===== config.mk =====
export PLATFORM = sky130hd
export DESIGN_NAME = vga_rect_fill
export DESIGN_NICKNAME = d
export VERILOG_FILES = /design/src/rtl/vga_rect_fill.sv
export SDC_FILE = /design/constraint.sdc
export NUM_CORES = 1
export LEC_CHECK = 0
export CORE_MARGIN = 4
export CORE_UTILIZATION = 50
export DETAILED_ROUTE_END_ITERATION = 7
export PLACE_DENSITY = 0.78
export SLEW_MARGIN = 20
export SYNTH_ARGS = -nofsm -noshare
export SYNTH_HDL_FRONTEND = slang
export SYNTH_SLANG_ARGS = --single-unit

===== constraint.sdc =====
create_clock -name CLK -period 2.2 [get_ports CLK]
set_clock_uncertainty 0.05 [all_clocks]
set_input_delay 0.55 -clock CLK [delete_from_list [all_inputs] [get_ports CLK]]
set_output_delay 0.55 -clock CLK [all_outputs]
set_load 0.01 [all_outputs]

===== src/rtl/vga_rect_fill.sv =====
// Rectangle fill engine for the 160x120 1-bit VGA frame buffer.
// The CPU programs two corners, a colour and a START strobe. The engine then
// issues the driver's Y / X / pixel-data register writes, one write per cycle,
// until every pixel of the rectangle has been written.
module vga_rect_fill #(
    parameter logic [7:0] BASE_ADDR  = 8'hC0,
    parameter logic [7:0] VGA_Y_ADDR = 8'hB0,
    parameter logic [7:0] VGA_X_ADDR = 8'hB1,
    parameter logic [7:0] VGA_D_ADDR = 8'hB2,
    parameter logic [7:0] X_MAX      = 8'd159,
    parameter logic [7:0] Y_MAX      = 8'd119
) (
    input  logic       CLK,
    input  logic       RESET,
    input  logic [7:0] BUS_ADDR,
    input  logic [7:0] BUS_DATA,
    input  logic       BUS_WE,
    output logic [7:0] BUS_DATA_OUT,
    output logic [7:0] VGA_ADDR,
    output logic [7:0] VGA_DATA,
    output logic       VGA_WE,
    output logic       BUSY,
    output logic       DONE_IRQ
);

    localparam logic [7:0] ADDR_X0   = BASE_ADDR;
    localparam logic [7:0] ADDR_Y0   = BASE_ADDR + 8'd1;
    localparam logic [7:0] ADDR_X1   = BASE_ADDR + 8'd2;
    localparam logic [7:0] ADDR_Y1   = BASE_ADDR + 8'd3;
    localparam logic [7:0] ADDR_COL  = BASE_ADDR + 8'd4;
    localparam logic [7:0] ADDR_CTRL = BASE_ADDR + 8'd5;

    // The state names the write currently presented on the VGA outputs.
    typedef enum logic [2:0] {
        StIdle,
        StSetY,
        StSetX,
        StWrPix,
        StDone
    } state_e;

    state_e     state_q, state_d;

    // Command registers
    logic [7:0] x0_q, y0_q, x1_q, y1_q;
    logic       colour_q;

    // Latched fill bounds and walking pixel position
    logic [7:0] x_lo_q, x_lo_d, x_hi_q, x_hi_d;
    logic [7:0] y_lo_q, y_lo_d, y_hi_q, y_hi_d;
    logic [7:0] cur_x_q, cur_x_d, cur_y_q, cur_y_d;

    logic       err_q, err_d;
    logic       busy_q, busy_d;
    logic       done_q, done_d;
    logic [7:0] vga_addr_q, vga_addr_d;
    logic [7:0] vga_data_q, vga_data_d;
    logic       vga_we_q, vga_we_d;
    logic [7:0] rdata_q;

    logic       ctrl_wr, start, abort;
    logic [7:0] x_min, x_max, y_min, y_max;
    logic [7:0] x_lo_c, x_hi_c, y_lo_c, y_hi_c;
    logic       clamp_err;
    logic [7:0] x_next, y_next;

    assign ctrl_wr = BUS_WE && (BUS_ADDR == ADDR_CTRL);
    assign start   = ctrl_wr && BUS_DATA[0];
    assign abort   = ctrl_wr && BUS_DATA[1];

    assign x_next = cur_x_q + 8'd1;
    assign y_next = cur_y_q + 8'd1;

    // Order the corners and clamp them to the visible frame.
    always_comb begin
        x_min     = (x0_q < x1_q) ? x0_q : x1_q;
        x_max     = (x0_q < x1_q) ? x1_q : x0_q;
        y_min     = (y0_q < y1_q) ? y0_q : y1_q;
        y_max     = (y0_q < y1_q) ? y1_q : y0_q;
        x_lo_c    = (x_min > X_MAX) ? X_MAX : x_min;
        x_hi_c    = (x_max > X_MAX) ? X_MAX : x_max;
        y_lo_c    = (y_min > Y_MAX) ? Y_MAX : y_min;
        y_hi_c    = (y_max > Y_MAX) ? Y_MAX : y_max;
        // A max above the limit covers every out-of-range case.
        clamp_err = (x_max > X_MAX) || (y_max > Y_MAX);
    end

    // Command register writes; frozen while a fill is running.
    always_ff @(posedge CLK or negedge RESET) begin
        if (!RESET) begin
            x0_q     <= 8'h00;
            y0_q     <= 8'h00;
            x1_q     <= 8'h00;
            y1_q     <= 8'h00;
            colour_q <= 1'b0;
        end else if (BUS_WE && !busy_q) begin
            if (BUS_ADDR == ADDR_X0)  x0_q     <= BUS_DATA;
            if (BUS_ADDR == ADDR_Y0)  y0_q     <= BUS_DATA;
            if (BUS_ADDR == ADDR_X1)  x1_q     <= BUS_DATA;
            if (BUS_ADDR == ADDR_Y1)  y1_q     <= BUS_DATA;
            if (BUS_ADDR == ADDR_COL) colour_q <= BUS_DATA[0];
        end
    end

    // Status read-back, registered every cycle.
    always_ff @(posedge CLK or negedge RESET) begin
        if (!RESET) begin
            rdata_q <= 8'h00;
        end else begin
            rdata_q <= (BUS_ADDR == ADDR_CTRL) ? {6'b0, err_q, busy_q} : 8'h00;
        end
    end

    // Next-state and next-output logic; VGA outputs are computed one cycle
    // ahead so the first write lands in the cycle after START.
    always_comb begin
        state_d    = state_q;
        x_lo_d     = x_lo_q;
        x_hi_d     = x_hi_q;
        y_lo_d     = y_lo_q;
        y_hi_d     = y_hi_q;
        cur_x_d    = cur_x_q;
        cur_y_d    = cur_y_q;
        err_d      = err_q;
        busy_d     = busy_q;
        done_d     = 1'b0;
        vga_addr_d = vga_addr_q;
        vga_data_d = vga_data_q;
        vga_we_d   = 1'b0;

        unique case (state_q)
            StIdle: begin
                if (start && !abort) begin
                    x_lo_d     = x_lo_c;
                    x_hi_d     = x_hi_c;
                    y_lo_d     = y_lo_c;
                    y_hi_d     = y_hi_c;
                    cur_x_d    = x_lo_c;
                    cur_y_d    = y_lo_c;
                    err_d      = clamp_err;
                    busy_d     = 1'b1;
                    state_d    = StSetY;
                    vga_addr_d = VGA_Y_ADDR;
                    vga_data_d = {1'b0, y_lo_c[6:0]};
                    vga_we_d   = 1'b1;
                end
            end
            StSetY: begin
                state_d    = StSetX;
                vga_addr_d = VGA_X_ADDR;
                vga_data_d = cur_x_q;
                vga_we_d   = 1'b1;
            end
            StSetX: begin
                state_d    = StWrPix;
                vga_addr_d = VGA_D_ADDR;
                vga_data_d = {7'b0, colour_q};
                vga_we_d   = 1'b1;
            end
            StWrPix: begin
                if (cur_x_q < x_hi_q) begin
                    cur_x_d    = x_next;
                    state_d    = StSetX;
                    vga_addr_d = VGA_X_ADDR;
                    vga_data_d = x_next;
                    vga_we_d   = 1'b1;
                end else if (cur_y_q < y_hi_q) begin
                    cur_y_d    = y_next;
                    cur_x_d    = x_lo_q;
                    state_d    = StSetY;
                    vga_addr_d = VGA_Y_ADDR;
                    vga_data_d = {1'b0, y_next[6:0]};
                    vga_we_d   = 1'b1;
                end else begin
                    state_d = StDone;
                    done_d  = 1'b1;
                end
            end
            StDone: begin
                busy_d  = 1'b0;
                state_d = StIdle;
            end
            default: begin
                state_d = StIdle;
            end
        endcase

        // Abort lets the write on the bus this cycle finish, then stops quietly.
        if (abort && busy_q) begin
            state_d  = StIdle;
            busy_d   = 1'b0;
            done_d   = 1'b0;
            vga_we_d = 1'b0;
        end
    end

    // State, datapath and registered output update.
    always_ff @(posedge CLK or negedge RESET) begin
        if (!RESET) begin
            state_q    <= StIdle;
            x_lo_q     <= 8'h00;
            x_hi_q     <= 8'h00;
            y_lo_q     <= 8'h00;
            y_hi_q     <= 8'h00;
            cur_x_q    <= 8'h00;
            cur_y_q    <= 8'h00;
            err_q      <= 1'b0;
            busy_q     <= 1'b0;
            done_q     <= 1'b0;
            vga_addr_q <= 8'h00;
            vga_data_q <= 8'h00;
            vga_we_q   <= 1'b0;
        end else begin
            state_q    <= state_d;
            x_lo_q     <= x_lo_d;
            x_hi_q     <= x_hi_d;
            y_lo_q     <= y_lo_d;
            y_hi_q     <= y_hi_d;
            cur_x_q    <= cur_x_d;
            cur_y_q    <= cur_y_d;
            err_q      <= err_d;
            busy_q     <= busy_d;
            done_q     <= done_d;
            vga_addr_q <= vga_addr_d;
            vga_data_q <= vga_data_d;
            vga_we_q   <= vga_we_d;
        end
    end

    assign BUS_DATA_OUT = rdata_q;
    assign VGA_ADDR     = vga_addr_q;
    assign VGA_DATA     = vga_data_q;
    assign VGA_WE       = vga_we_q;
    assign BUSY         = busy_q;
    assign DONE_IRQ     = done_q;

endmodule

---- After elaboration in Yosys (flattened, before gate mapping) ----
Index checks and enable logic that the tools add are counted.
operators by class
  $add $sub $neg .......................... 2
  order comparisons ....................... 8
  equality and inequality tests ........... 15
  muxes and demuxes ....................... 42
  reductions and logical operators ........ 24
operators with widths
  cell                 number
  $mux 8               20
  $pmux 8 s4           2
  $eq 8x8->1 const B   6
  $lt 8x8->1           4
  $pmux 8 s2           2
  $add 8x1->8 const B  2
  $gt 8x7->1 const B   2
  $gt 8x8->1 const B   2
  $reduce_and 2->1     7
  $mux 3               4
  $pmux 3 s4           1
  $mux 1               10
  $eq 3x2->1 const B   2
  $logic_and 1x1->1    6
  $ne 2x2->1 const B   3
  $ne 3x3->1 const B   2
  $reduce_and 3->1     2
  $reduce_and 4->1     1
  $reduce_bool 4->1    1
  $eq 3x1->1 const B   1
  $eq 3x3->1 const B   1
  $logic_not 3->1      1
  $pmux 1 s3           1
  $reduce_bool 3->1    1
  other kinds (6)      7
word-level totals
  bits in registers ....................... 98
  input bits .............................. 19
  output and inout bits ................... 27

---- Depth between registers and ports, before layout ----
Gate-level depths: netlist of run 1.
  word-level depth ........................ 8
  gate-level depth with buffers ........... 10
  gate-level depth less buffers ........... 8

---- Worst setup path before layout of run 1 ----
No wires, ideal clock.
  path type ............................... register to register
  from .................................... register cur_y_q[2]
  to ...................................... register cur_x_q[3]
  data arrival time ....................... 2.088 ns
  path slack .............................. -0.063 ns
  stages on the path, launching flop included .. 8
  period minus slack after synthesis ...... 2.263 ns
  cell sequence ........................... dfrtp_1 ha_1 a211o_1 a31oi_1 o31ai_4 o21ai_1 a21o_2 mux2_2
between the ends
  cells in the longest elaborated chain, start to end .. 3
RTL lines
  element                            RTL line  text
  start: declaration                 51        logic [7:0] cur_x_q, cur_x_d, cur_y_q, cur_y_d;
  start signal: assignment           220       cur_y_q <= cur_y_d;
  $lt 8x8->1                         167       end else if (cur_y_q < y_hi_q) begin
  $ne 3x3->1 (no source line)        -
  $reduce_and 3->1 (no source line)  -
  end signal: assignment             219       cur_x_q <= cur_x_d;
  end: declaration                   51
No other way between the ends.
A chain may end at the register's enable or synchronous reset.

---- Final worst setup path of run 1 ----
  from .................................... register x_hi_q[4]
  to ...................................... register cur_y_q[2]
between the ends
  cells in the longest elaborated chain, start to end .. 3
RTL lines
  element                            RTL line  text
  start: declaration                 49        logic [7:0] x_lo_q, x_lo_d, x_hi_q, x_hi_d;
  start signal: assignment           216       x_hi_q <= x_hi_d;
  $lt 8x8->1                         161       if (cur_x_q < x_hi_q) begin
  $ne 2x2->1 (no source line)        -
  $reduce_and 4->1 (no source line)  -
No other way between the ends.

==> results of run 1 <==
metal layers:
layer | vias up | track usage (%) | share of wire (%)
met5 | - | 0 | 0
met4 | 0 | 11.3 | 3.9
met3 | 47 | 3.84 | 5.8
met2 | 210 | 40.0 | 48
met1 | 2565 | 32.4 | 42
li1 | 2463 | - | -
worst max-delay path, cell delays in order, from the launching register on:
cell and delay, ns:
dfrtp_1 0.33, inv_1 0.07, ha_1 0.30, nand4_1 0.15, or3_4 0.46, buf_6 0.15, a211oi_4 0.30, o22ai_1 0.12
a221o_1 0.32
cells in the mapped netlist, drive strengths merged (3+ instances only):
library cell  number
and3               4
nand3             16
a21oi             33
a211o              3
nand2b             9
nor2              52
a22oi              6
xnor2              6
a31oi              6
ha                30
nor2b              7
a311oi             4
buf               22
xor2               4
mux2i             25
o22ai              4
and3b              3
dfrtp             93
a2111oi            3
nand4              7
nand2             54
and2               6
nor3              15
or3                6
a211oi            10
o21ai             26
o311ai             5
a21o               5
o32a               3
inv               38
clkbuf            14
mux2              29
o2bb2ai            3
o211ai             7
o21a               7
path summary, 6_finish.rpt:
kind / slack [ns] / start / endpoint / cells past startpoint
min: 0.11 / RESET / VGA_DATA[3]$_DFFE_PN0P_ / 1
max: -0.17 / x_hi_q[4]$_DFFE_PN0P_ / cur_y_q[2]$_DFFE_PN0P_ / 8
max in group asynchronous: 1.37 / RESET / x0_q[7]$_DFFE_PN0P_ / 2
max reg2reg: -0.17 / x_hi_q[4]$_DFFE_PN0P_ / cur_y_q[2]$_DFFE_PN0P_ / 8
min reg2reg: 0.44 / x_lo_q[3]$_DFFE_PN0P_ / x_lo_q[3]$_DFFE_PN0P_ / 2
min in group CLK: 0.44 / x_lo_q[3]$_DFFE_PN0P_ / x_lo_q[3]$_DFFE_PN0P_ / 2
logic make-up (layout without fill, tap and decap cells):
logic type	count (synthesis)	count (layout)	synth area share, %
xor gates and xnor gates	10	10	1.53
DFF	93	93	40.7
muxes	54	54	10.1
other	1	9	0.0657
buffers and inverters	74	232	6.13
adders and majority gates	30	30	6.57
and+or+nand+nor	185	185	15.8
AOI/OAI and AO/OA	148	148	19.1
final cells by class:
| cell class | instances | area (µm²) | share of cell area [%] |
|---|---|---|---|
| Inverter | 38 | 143 | 1.78 |
| Clock buffer | 12 | 246 | 3.08 |
| Sequential cell | 93 | 2330 | 29.1 |
| Timing Repair Buffer | 179 | 1560 | 19.5 |
| Clock inverter | 3 | 46.3 | 0.579 |
| Tap cell | 140 | 175 | 2.19 |
| Multi-Input combinational cell | 436 | 3500 | 43.8 |
per-stage QoR:
stage | setup slack [ns] | util (%) | hold slack [ns]
CTS | -0.0964 | 69.0 | 0.125
global placement | -0.430 | 64.0 | 0.405
detailed placement | -0.478 | 64.0 | 0.417
finish | -0.168 | 72.4 | 0.112
floorplan | -0.0182 | - | 0.204
global route | -0.202 | 72.4 | 0.147
placed cells by master (no fill, tap or decap), types with 6 or more instances in the layout:
cell / n
clkbuf_16: 9
inv_2: 8
nand2_1: 50
nand4_1: 7
clkdlybuf4s50_1: 31
xnor2_1: 6
o21ai_0: 21
mux2_2: 28
mux2i_1: 15
conb_1: 9
nand2b_1: 8
nor2b_1: 6
ha_4: 8
inv_1: 30
buf_6: 18
ha_1: 20
o21a_1: 7
nor3_1: 9
dfrtp_1: 93
buf_4: 119
o211ai_1: 6
nand3_1: 16
nor2_1: 46
mux2i_2: 8
a21oi_1: 30
what timing repair did:
action | in CTS | in global routing
gates cloned | 0 | 2
setup buffers | 6 | 14
pin swaps | 22 | 26
endpoints found under the setup margin | 53 | 63
resized for setup | 38 | 68
report_power, final:
| group | internal, W | total [W] | leakage (nW) | switching, W |
|---|---|---|---|---|
| combinational | 0.00123 | 0.00248 | 2.53 | 0.00125 |
| sequential | 0.00193 | 0.00212 | 1.14 | 0.000185 |
| clock | 0.000908 | 0.00156 | 0.139 | 0.000656 |
state kept, by name, summed over array words and instances, names as in the netlist:
register,flops
VGA_DATA,8
cur_x_q,8
cur_y_q,8
x0_q,8
x1_q,8
x_hi_q,8
x_lo_q,8
y0_q,8
y1_q,8
y_hi_q,8
VGA_ADDR,3
state_q,3
BUS_DATA_OUT,2
BUSY,1
DONE_IRQ,1
VGA_WE,1
colour_q,1
err_q,1
==> results.md, run 1 <==
* Status: finished, violations left
* Violated checks: negative setup slack
* Final Max Slew Viols at 0
* Worst-path fanout max at 4
* Final Hold Fails at 0
* Slew margin rel. at 61.7%
* Final Wtd Congestion at approximately 0.9
* Root Buffer: clkbuf_16
* Initial DRC Count at 311
* Yosys top cell by area: dfrtp_1
* Slew at the pin closest to its max-slew limit at 0.575 ns
* First-pass GRT wire length at 25,500 µm
* Sequential-to-total area share from yosys stat at 40.7%
* RSZ-0062 raised after global routing: yes
* CTS tree: done
* Cts bufs inserted at 9
* Setup Crit Path Kind: flip-flop to flip-flop
* Die footprint at 13,200 µm²
* Peak VDD IR at 0.500 mV
* Clock Latency Late Sink at approximately 0.35 ns
* Power Density at 771 nW/µm²
* Clock buffer depth at 2
* # fillers at 760
* Largest net degree at the start of global routing at 37
* DRC Markers at 0
* Crit start category: flip-flop
* Worst-path clk slew at 0.06 ns
* Unique masters post-synth at 75
* Share of layout cells above drive strength 1 at 35.3%
* Final Non-Filler Cells at about 900
* DP HPWL at 11,700 µm
* Max Clk Rate at around 420 MHz
* Cell count after placement at 866
* Die height at 115 µm
* Min Tclk post-route at 2.37 ns
* Yosys warns at 0
* EDFF count, synth at 0
* Setup ws final at -0.168 ns
* Die X at 115 µm
* Mapped Avg Cell Area at between 9 and 10 µm²
* WP data arrival at 2.55 ns
* # rows at 38
* # port buffers at 36
* All-Layer GR Usage at 24.6%
* Leakage at 3.81 nW
* Hold buffers post-CTS at 0
* CP Data Required Time at 2.38 ns
* Post-synthesis register bit count at 93
* Top post-synthesis cells by area: dfrtp_1, ha_1, mux2_2
* Pre-antenna DRT Iters at 5
* Path category of the worst min-delay check: primary input to async pin
* Setup TNS at -1.73 ns
* Tot Pwr at 0.00616 W
* Max Cap Viol at 0
* # IOs at 46
* Routed via count at 5,285
* Synthesized area at 5710 µm²
* Yosys top cell area share at 40.7%
* Design Area, Final at 7990 µm²
* Ys flop type: dfrtp_1
* Vias in the first global route at 5,119
* Clock tree sinks at 93
* Initial Util at 51.8%
* Core ar. at 11,000 µm²
* Area delta synth->final at 39.9%
* Drt via density at around 5.9
* CP Capture Type: flip-flop
* Cells after Synth at approximately 600
* DRT Wirelength at 16,700 µm
* WL per Instance at 18.6 µm
* Ant diodes at 0
* Nets at 806
* Fin crit share at 108%
* GRT overflow at 0
* Antenna Nets Post-Route at 0
* Antenna violations before repair at 0
* CTS H-tree depth at 3
* Final setup fails at 25
* Placed standard-cell area at 7060 µm²
* Async SR Flop Fraction at 100%
Power figures use the tool's default switching activity.
==> run 2, diff against run 1 <==
--- a/config.mk
+++ b/config.mk
@@ -13,3 +13,4 @@
 export SYNTH_ARGS = -nofsm -noshare
 export SYNTH_HDL_FRONTEND = slang
 export SYNTH_SLANG_ARGS = --single-unit
+export TNS_END_PERCENT = 50
==> run 2 against run 1 <==
  * The run still ends with negative setup slack left
  * First-iteration DRC count rose by 24%
  * Die area did not move
  * Setup slack improved by 0.043 ns
  * Total power rose by 2.5%
  * Sequential cell count did not move
  * Core utilization rose by 2.4 points
  * Clock power rose by 6%
  * Sequential share of layout area fell by 0.94 points
  * Final area rose by 3.3%
  * Fmax rose by 1.9%
  * Sequential power barely moved
==> results.md, run 2 (same netlist as run 1, synthesis figures left out) <==
* Status: finished, violations left
* Violated checks: negative setup slack
* Final Wtd Congestion at between 0.9 and 1
* Final core utilization at 74.9%
* Routed via count at 5,434
* Vias in the first global route at ~5,200
* CP Data Required Time at 2.38 ns
* Worst-path clk slew at 0.07 ns
* Final setup fails at 36
* Pre-antenna DRT Iters at 5
* Initial DRC Count at ~390
* Placed standard-cell area at 7140 µm²
* Leakage at 3.93 nW
* Largest net degree at the start of global routing at 43
* Max Cap Viol at 0
* # fillers at 700
* Cts bufs inserted at 9
* Hold WS at ~0.13 ns
* Net Sw Frac at around a third
* Min Tclk post-route at 2.33 ns
* Die height at 115 µm
* # rows at 38
* Root Buffer: clkbuf_16
* Setup TNS at -2.26 ns
* # port buffers at 36
* Slew at the pin closest to its max-slew limit at 0.568 ns
* Drt via density at slightly below 6
* Hold buffers post-CTS at 0
* Pint at between 0.004 and 0.005 W
* Worst Reg-to-Reg Cells at 7
* Peak VDD IR at 0.514 mV
* Die X at 115 µm
* Slew margin rel. at 62.1%
* Max Clk Rate at 430 MHz
* Multi-input logic area at 3620 µm²
* # IOs at 46
* CP Capture Type: flip-flop
* Combinational power share at about two fifths
* WP data arrival at 2.51 ns
* GRT overflow at 0
* Area delta synth->final at 44.6%
* Clk network pwr share at about a quarter
* Initial Util at 51.8%
* Reg-to-Reg End: cur_y_q[2]$_DFFE_PN0P_
* R2r setup slk at -0.13 ns
* Core ar. at 11,000 µm²
* Clock tree sinks at 93
* Worst-path fanout max at 4
* All-Layer GR Usage at 25.2%
* Worst R2R Start: cur_x_q[6]$_DFFE_PN0P_
* Sw Pwr at 0.00217 W
* Sequential cell area at 2330 µm²
* DRC Markers at 0
* Clock Latency Late Sink at 0.35 ns
* Path category of the worst min-delay check: primary input to async pin
* Setup Crit Path Kind: flip-flop to flip-flop
* Antenna Nets Post-Route at 0
* Share of layout cells above drive strength 1 at about two fifths
* RSZ-0062 raised after global routing: yes
* Final Hold Fails at 0
* Most frequent cells in the layout: buf_4, dfrtp_1, nand2_1
* DRT Wirelength at 17,600 µm
* Nets at 816
* Final Max Slew Viols at 0
* Antenna violations before repair at 0
* Fin crit share at 106%
* Setup ws final at -0.125 ns
* Die footprint at approximately 13,000 µm²
* Tot Pwr at roughly 0.0063 W
* Clock buffer depth at 2
* First-pass GRT wire length at 26,300 µm
* Crit start category: flip-flop
* CTS H-tree depth at 3
* Most common cell after layout, fill and taps aside: buf_4
* Sequential share of power at 33.4%
* Ant diodes at 0
* CTS tree: done
* Design Area, Final at around 8300 µm²
* Power Density at 765 nW/µm²
* DP HPWL at around 12,000 µm
* WL per Instance at a little under 20 µm
-- run 2: changes by cell type in the layout (fill, tap and decap cells not counted), moves of 4 or more --
cell	before	now
a21oi_1	30	23
a21oi_2	3	10
a22oi_1	5	0
a22oi_2	1	6
buf_4	119	127
mux2i_2	8	4
mux2i_4	2	6
-- run 2: repair_timing --
| item | 4_1_cts | 5_1_grt |
|---|---|---|
| buffers inserted | 5 | 13 |
| gates cloned | 0 | 3 |
| resized for setup | 49 | 83 |
| endpoints found under the setup margin | 59 | 64 |
| pin swaps | 11 | 46 |
-- run 2: power groups by stage --
| stage | clock [W] | sequential [W] | combinational, W |
|---|---|---|---|
| after floorplan | 0 | 0.00218 | 0.00112 |
| after global placement | 0 | 0.00209 | 0.00211 |
| after detailed placement | 0 | 0.00211 | 0.00217 |
| after CTS | 0.00165 | 0.00209 | 0.00230 |
| after global routing | 0.00174 | 0.00213 | 0.00273 |
| final | 0.00165 | 0.00211 | 0.00255 |
-- run 2: per-stage QoR --
stage / worst slack [ns] / cells
after detailed placement: -0.500 / 875
after CTS: -0.137 / 896
after global routing: -0.186 / 912
after global placement: -0.441 / 875
final: -0.125 / 912
after floorplan: -0.0205 / 603
-- run 2: worst max-delay path, stage by stage, from the launching register on --
cell and delay, ns:
dfrtp_1 0.41, ha_4 0.29, nand4_1 0.21, or3_4 0.43, buf_6 0.15, a211oi_4 0.26, o22ai_2 0.10, a221o_1 0.31
-- run 2: worst max path at each step --
| stage | endpoint | start | slack, ns | cells after the start |
|---|---|---|---|---|
| final | cur_y_q[2]$_DFFE_PN0P_ | cur_x_q[6]$_DFFE_PN0P_ | -0.13 | 7 |
| after global routing | cur_y_q[3]$_DFFE_PN0P_ | cur_x_q[6]$_DFFE_PN0P_ | -0.19 | 7 |
| after CTS | cur_x_q[6]$_DFFE_PN0P_ | x0_q[1]$_DFFE_PN0P_ | -0.14 | 7 |
| after detailed placement | VGA_DATA[5]$_DFFE_PN0P_ | BUS_ADDR[2] | -0.50 | 7 |
| after global placement | err_q$_DFFE_PN0P_ | BUS_ADDR[2] | -0.44 | 8 |
| after floorplan | cur_x_q[1]$_DFFE_PN0P_ | cur_x_q[6]$_DFFE_PN0P_ | -0.02 | 8 |
-- run 2: routing by layer --
| metal | GRT usage, % | vias to the layer above | wire (µm) |
|---|---|---|---|
| met5 | 0 | - | 0 |
| met1 | 33.3 | 2658 | 7160 |
| met4 | 8.14 | 0 | 434 |
| li1 | - | 2491 | - |
| met3 | 4.42 | 46 | 1150 |
| met2 | 42.2 | 239 | 8840 |
-- run 2: final cells by class --
class                      instances  share of cell area (%)
clock inverter                     5                   0.697
multi-input combinational        436                    43.8
tap                              140                    2.12
inverter                          38                    1.73
sequential                        93                    28.2
timing repair buffer             189                    20.4
clock buffer                      11                    3.06
==> run 3, diff against run 2 <==
--- a/config.mk
+++ b/config.mk
@@ -6,11 +6,11 @@
 export NUM_CORES = 1
 export LEC_CHECK = 0
 export CORE_MARGIN = 4
-export CORE_UTILIZATION = 50
+export CORE_UTILIZATION = 53
 export DETAILED_ROUTE_END_ITERATION = 7
-export PLACE_DENSITY = 0.78
+export PLACE_DENSITY = 0.82
 export SLEW_MARGIN = 20
 export SYNTH_ARGS = -nofsm -noshare
 export SYNTH_HDL_FRONTEND = slang
 export SYNTH_SLANG_ARGS = --single-unit
-export TNS_END_PERCENT = 50
+export TNS_END_PERCENT = 5
==> run 3 against run 2 <==
  * The run still ends with negative setup slack left
  * Register-to-register slack got worse by 0.13 ns
  * Total power fell by 7.0%
  * Sequential cell count did not move
  * Final area fell by 5.9%
  * Non-clock buffer count fell by 10
  * Die area fell by 5.3%
  * Core utilization fell by 0.29 points
  * Combinational power fell by 3%
  * Largest power group unchanged
==> results.md, run 3 (same netlist as run 1, synthesis figures left out) <==
* Die height at around 110 µm
* Pre-antenna DRT Iters at 5
* Setup ws final at -0.256 ns
* Area delta synth->final at 36.0%
* CTS tree: done
* Most frequent cells in the layout: buf_4, dfrtp_1, nand2_1
* Most common cell after layout, fill and taps aside: buf_4
* DRT Wirelength at 18,000 µm
* Violated checks: negative setup slack
* Die X at roughly 110 µm
* Crit start category: flip-flop
* Final Hold Fails at 0
* GRT overflow at 0
* Tot Pwr at 0.00588 W
* CP Data Required Time at about 2.4 ns
* Hold WS at about 0.071 ns
* CP Capture Type: flip-flop
* Met2 WL at 8570 µm
* Placed standard-cell area at 7130 µm²
* Root Buffer: clkbuf_8
* CTS H-tree depth at 3
* Worst-path cell chain: inv_1 > ha_1 > nand4_1 > or3_4 > buf_6 > a211oi_2 > o22ai_1 > a221o_1
* Max Clk Rate at just over 400 MHz
* Min Tclk post-route at 2.46 ns
* Ant diodes at 0
* Clock buffer depth at 2
* CP endpoint: cur_y_q[2]$_DFFE_PN0P_
* Max Cap Viol at 0
* Antenna Nets Post-Route at 0
* Core ar. at about 10,000 µm²
* CP peak stage delay at 0.47 ns
* # fillers at 673
* First-pass GRT wire length at 26,500 µm
* Final Max Slew Viols at 0
* R2r setup slk at -0.26 ns
* Final Wtd Congestion at 0.954
* Final setup fails at 38
* Nets at 806
* Path category of the worst min-delay check: primary input to async pin
* Power Density at 757 nW/µm²
* DR WL met3 at 1330 µm
* Drt via density at 6.17
* WL per Instance at 20.1 µm
* Worst R2R Start: x_hi_q[5]$_DFFE_PN0P_
* Clock Latency Late Sink at 0.38 ns
* Initial Util at 54.8%
* Uppermost layer routed: met4
* Design Area, Final at 7770 µm²
* Family with the most delay on the worst path: compound AO/OA/AOI/OAI gates
* Antenna violations before repair at 0
* Status: finished, violations left
* Worst-path clk slew at 0.10 ns
* Cts bufs inserted at 9
* Worst path slowest cell: or3_4
* WP buf/inv at 2
* Setup TNS at -3.76 ns
* # rows at 37
* Routed via count at 5,536
* Pre-CTS setup slack at -0.487 ns
* WP data arrival at roughly 2.7 ns
* Peak VDD IR at 0.511 mV
* Met1 Wirelength at 7150 µm
* Fin crit share at 112%
* CP Launch Point: x_hi_q[5]$_DFFE_PN0P_
* Worst Reg-to-Reg Cells at 8
* DP HPWL at 12,200 µm
* Hold buffers post-CTS at 0
* Setup Crit Path Kind: flip-flop to flip-flop
* Clock tree sinks at 93
* # port buffers at 36
* Reg-to-Reg End: cur_y_q[2]$_DFFE_PN0P_
* DRC Markers at 0
* All-Layer GR Usage at 26.4%
* Worst-path fanout max at 3
* RSZ-0062 raised after global routing: yes
* Largest net degree at the start of global routing at 43
* Share of layout cells above drive strength 1 at 33.8%
* Stages on the worst setup path at 8
* # IOs at 46
* Leakage at roughly 3.7 nW
* Initial DRC Count at between 400 and 500
* Vias in the first global route at ~5,400
* Die footprint at ~13,000 µm²
run 3: cell types whose count changed in the layout (fill, tap and decap cells not counted), moves of 3 or more:
cell / delta
clkbuf_8: +8
buf_6: -11
a22oi_2: -4
ha_4: -6
clkdlybuf4s50_1: +4
a22oi_1: +4
dlymetal6s2s_1: -4
ha_1: +6
inv_1: +4
buf_4: +3
clkbuf_16: -11
inv_2: -4
run 3: worst min-delay path by stage:
stage	cells after the start	slack, ns	from	endpoint
after floorplan	0	0.20	RESET	BUSY$_DFFE_PN0P_
after global placement	2	0.41	x_lo_q[1]$_DFFE_PN0P_	x_lo_q[1]$_DFFE_PN0P_
after detailed placement	2	0.42	x_lo_q[3]$_DFFE_PN0P_	x_lo_q[3]$_DFFE_PN0P_
after CTS	1	0.08	RESET	VGA_ADDR[5]$_DFFE_PN0P_
after global routing	1	0.11	RESET	VGA_ADDR[1]$_DFFE_PN0P_
final	1	0.07	RESET	state_q[2]$_DFFE_PN0P_
run 3: cell type report:
cell class | count | area, µm² | area share, %
multi-input combinational | 436 | 3390 | 43.6
timing repair buffer | 179 | 1530 | 19.7
clock inverter | 4 | 72.6 | 0.934
inverter | 38 | 143 | 1.84
clock buffer | 11 | 141 | 1.82
sequential | 93 | 2330 | 30.0
tap | 136 | 170 | 2.19
run 3: where the power goes:
group          internal [W]  total, W  switching (W)
Combinational       0.00120   0.00247        0.00128
Clock              0.000665   0.00130       0.000633
Sequential          0.00193   0.00211       0.000176
Total               0.00379   0.00588        0.00209
run 3: repair_timing:
action,CTS,global route
endpoints found under the setup margin,53,61
setup buffers,4,7
resized for setup,27,43
pin swaps,12,23
run 3: stage by stage:
stage	instances	util [%]
finish	897	74.6
global route	897	74.6
CTS	890	72.0
detailed placement	871	68.5
global placement	871	68.5
floorplan	603	-
run 3: per-layer routing:
layer | vias to the layer above | global-route usage (%)
met4 | 0 | 13.2
met5 | - | 0
met3 | 97 | 3.70
li1 | 2458 | -
met2 | 320 | 44.1
met1 | 2661 | 33.4
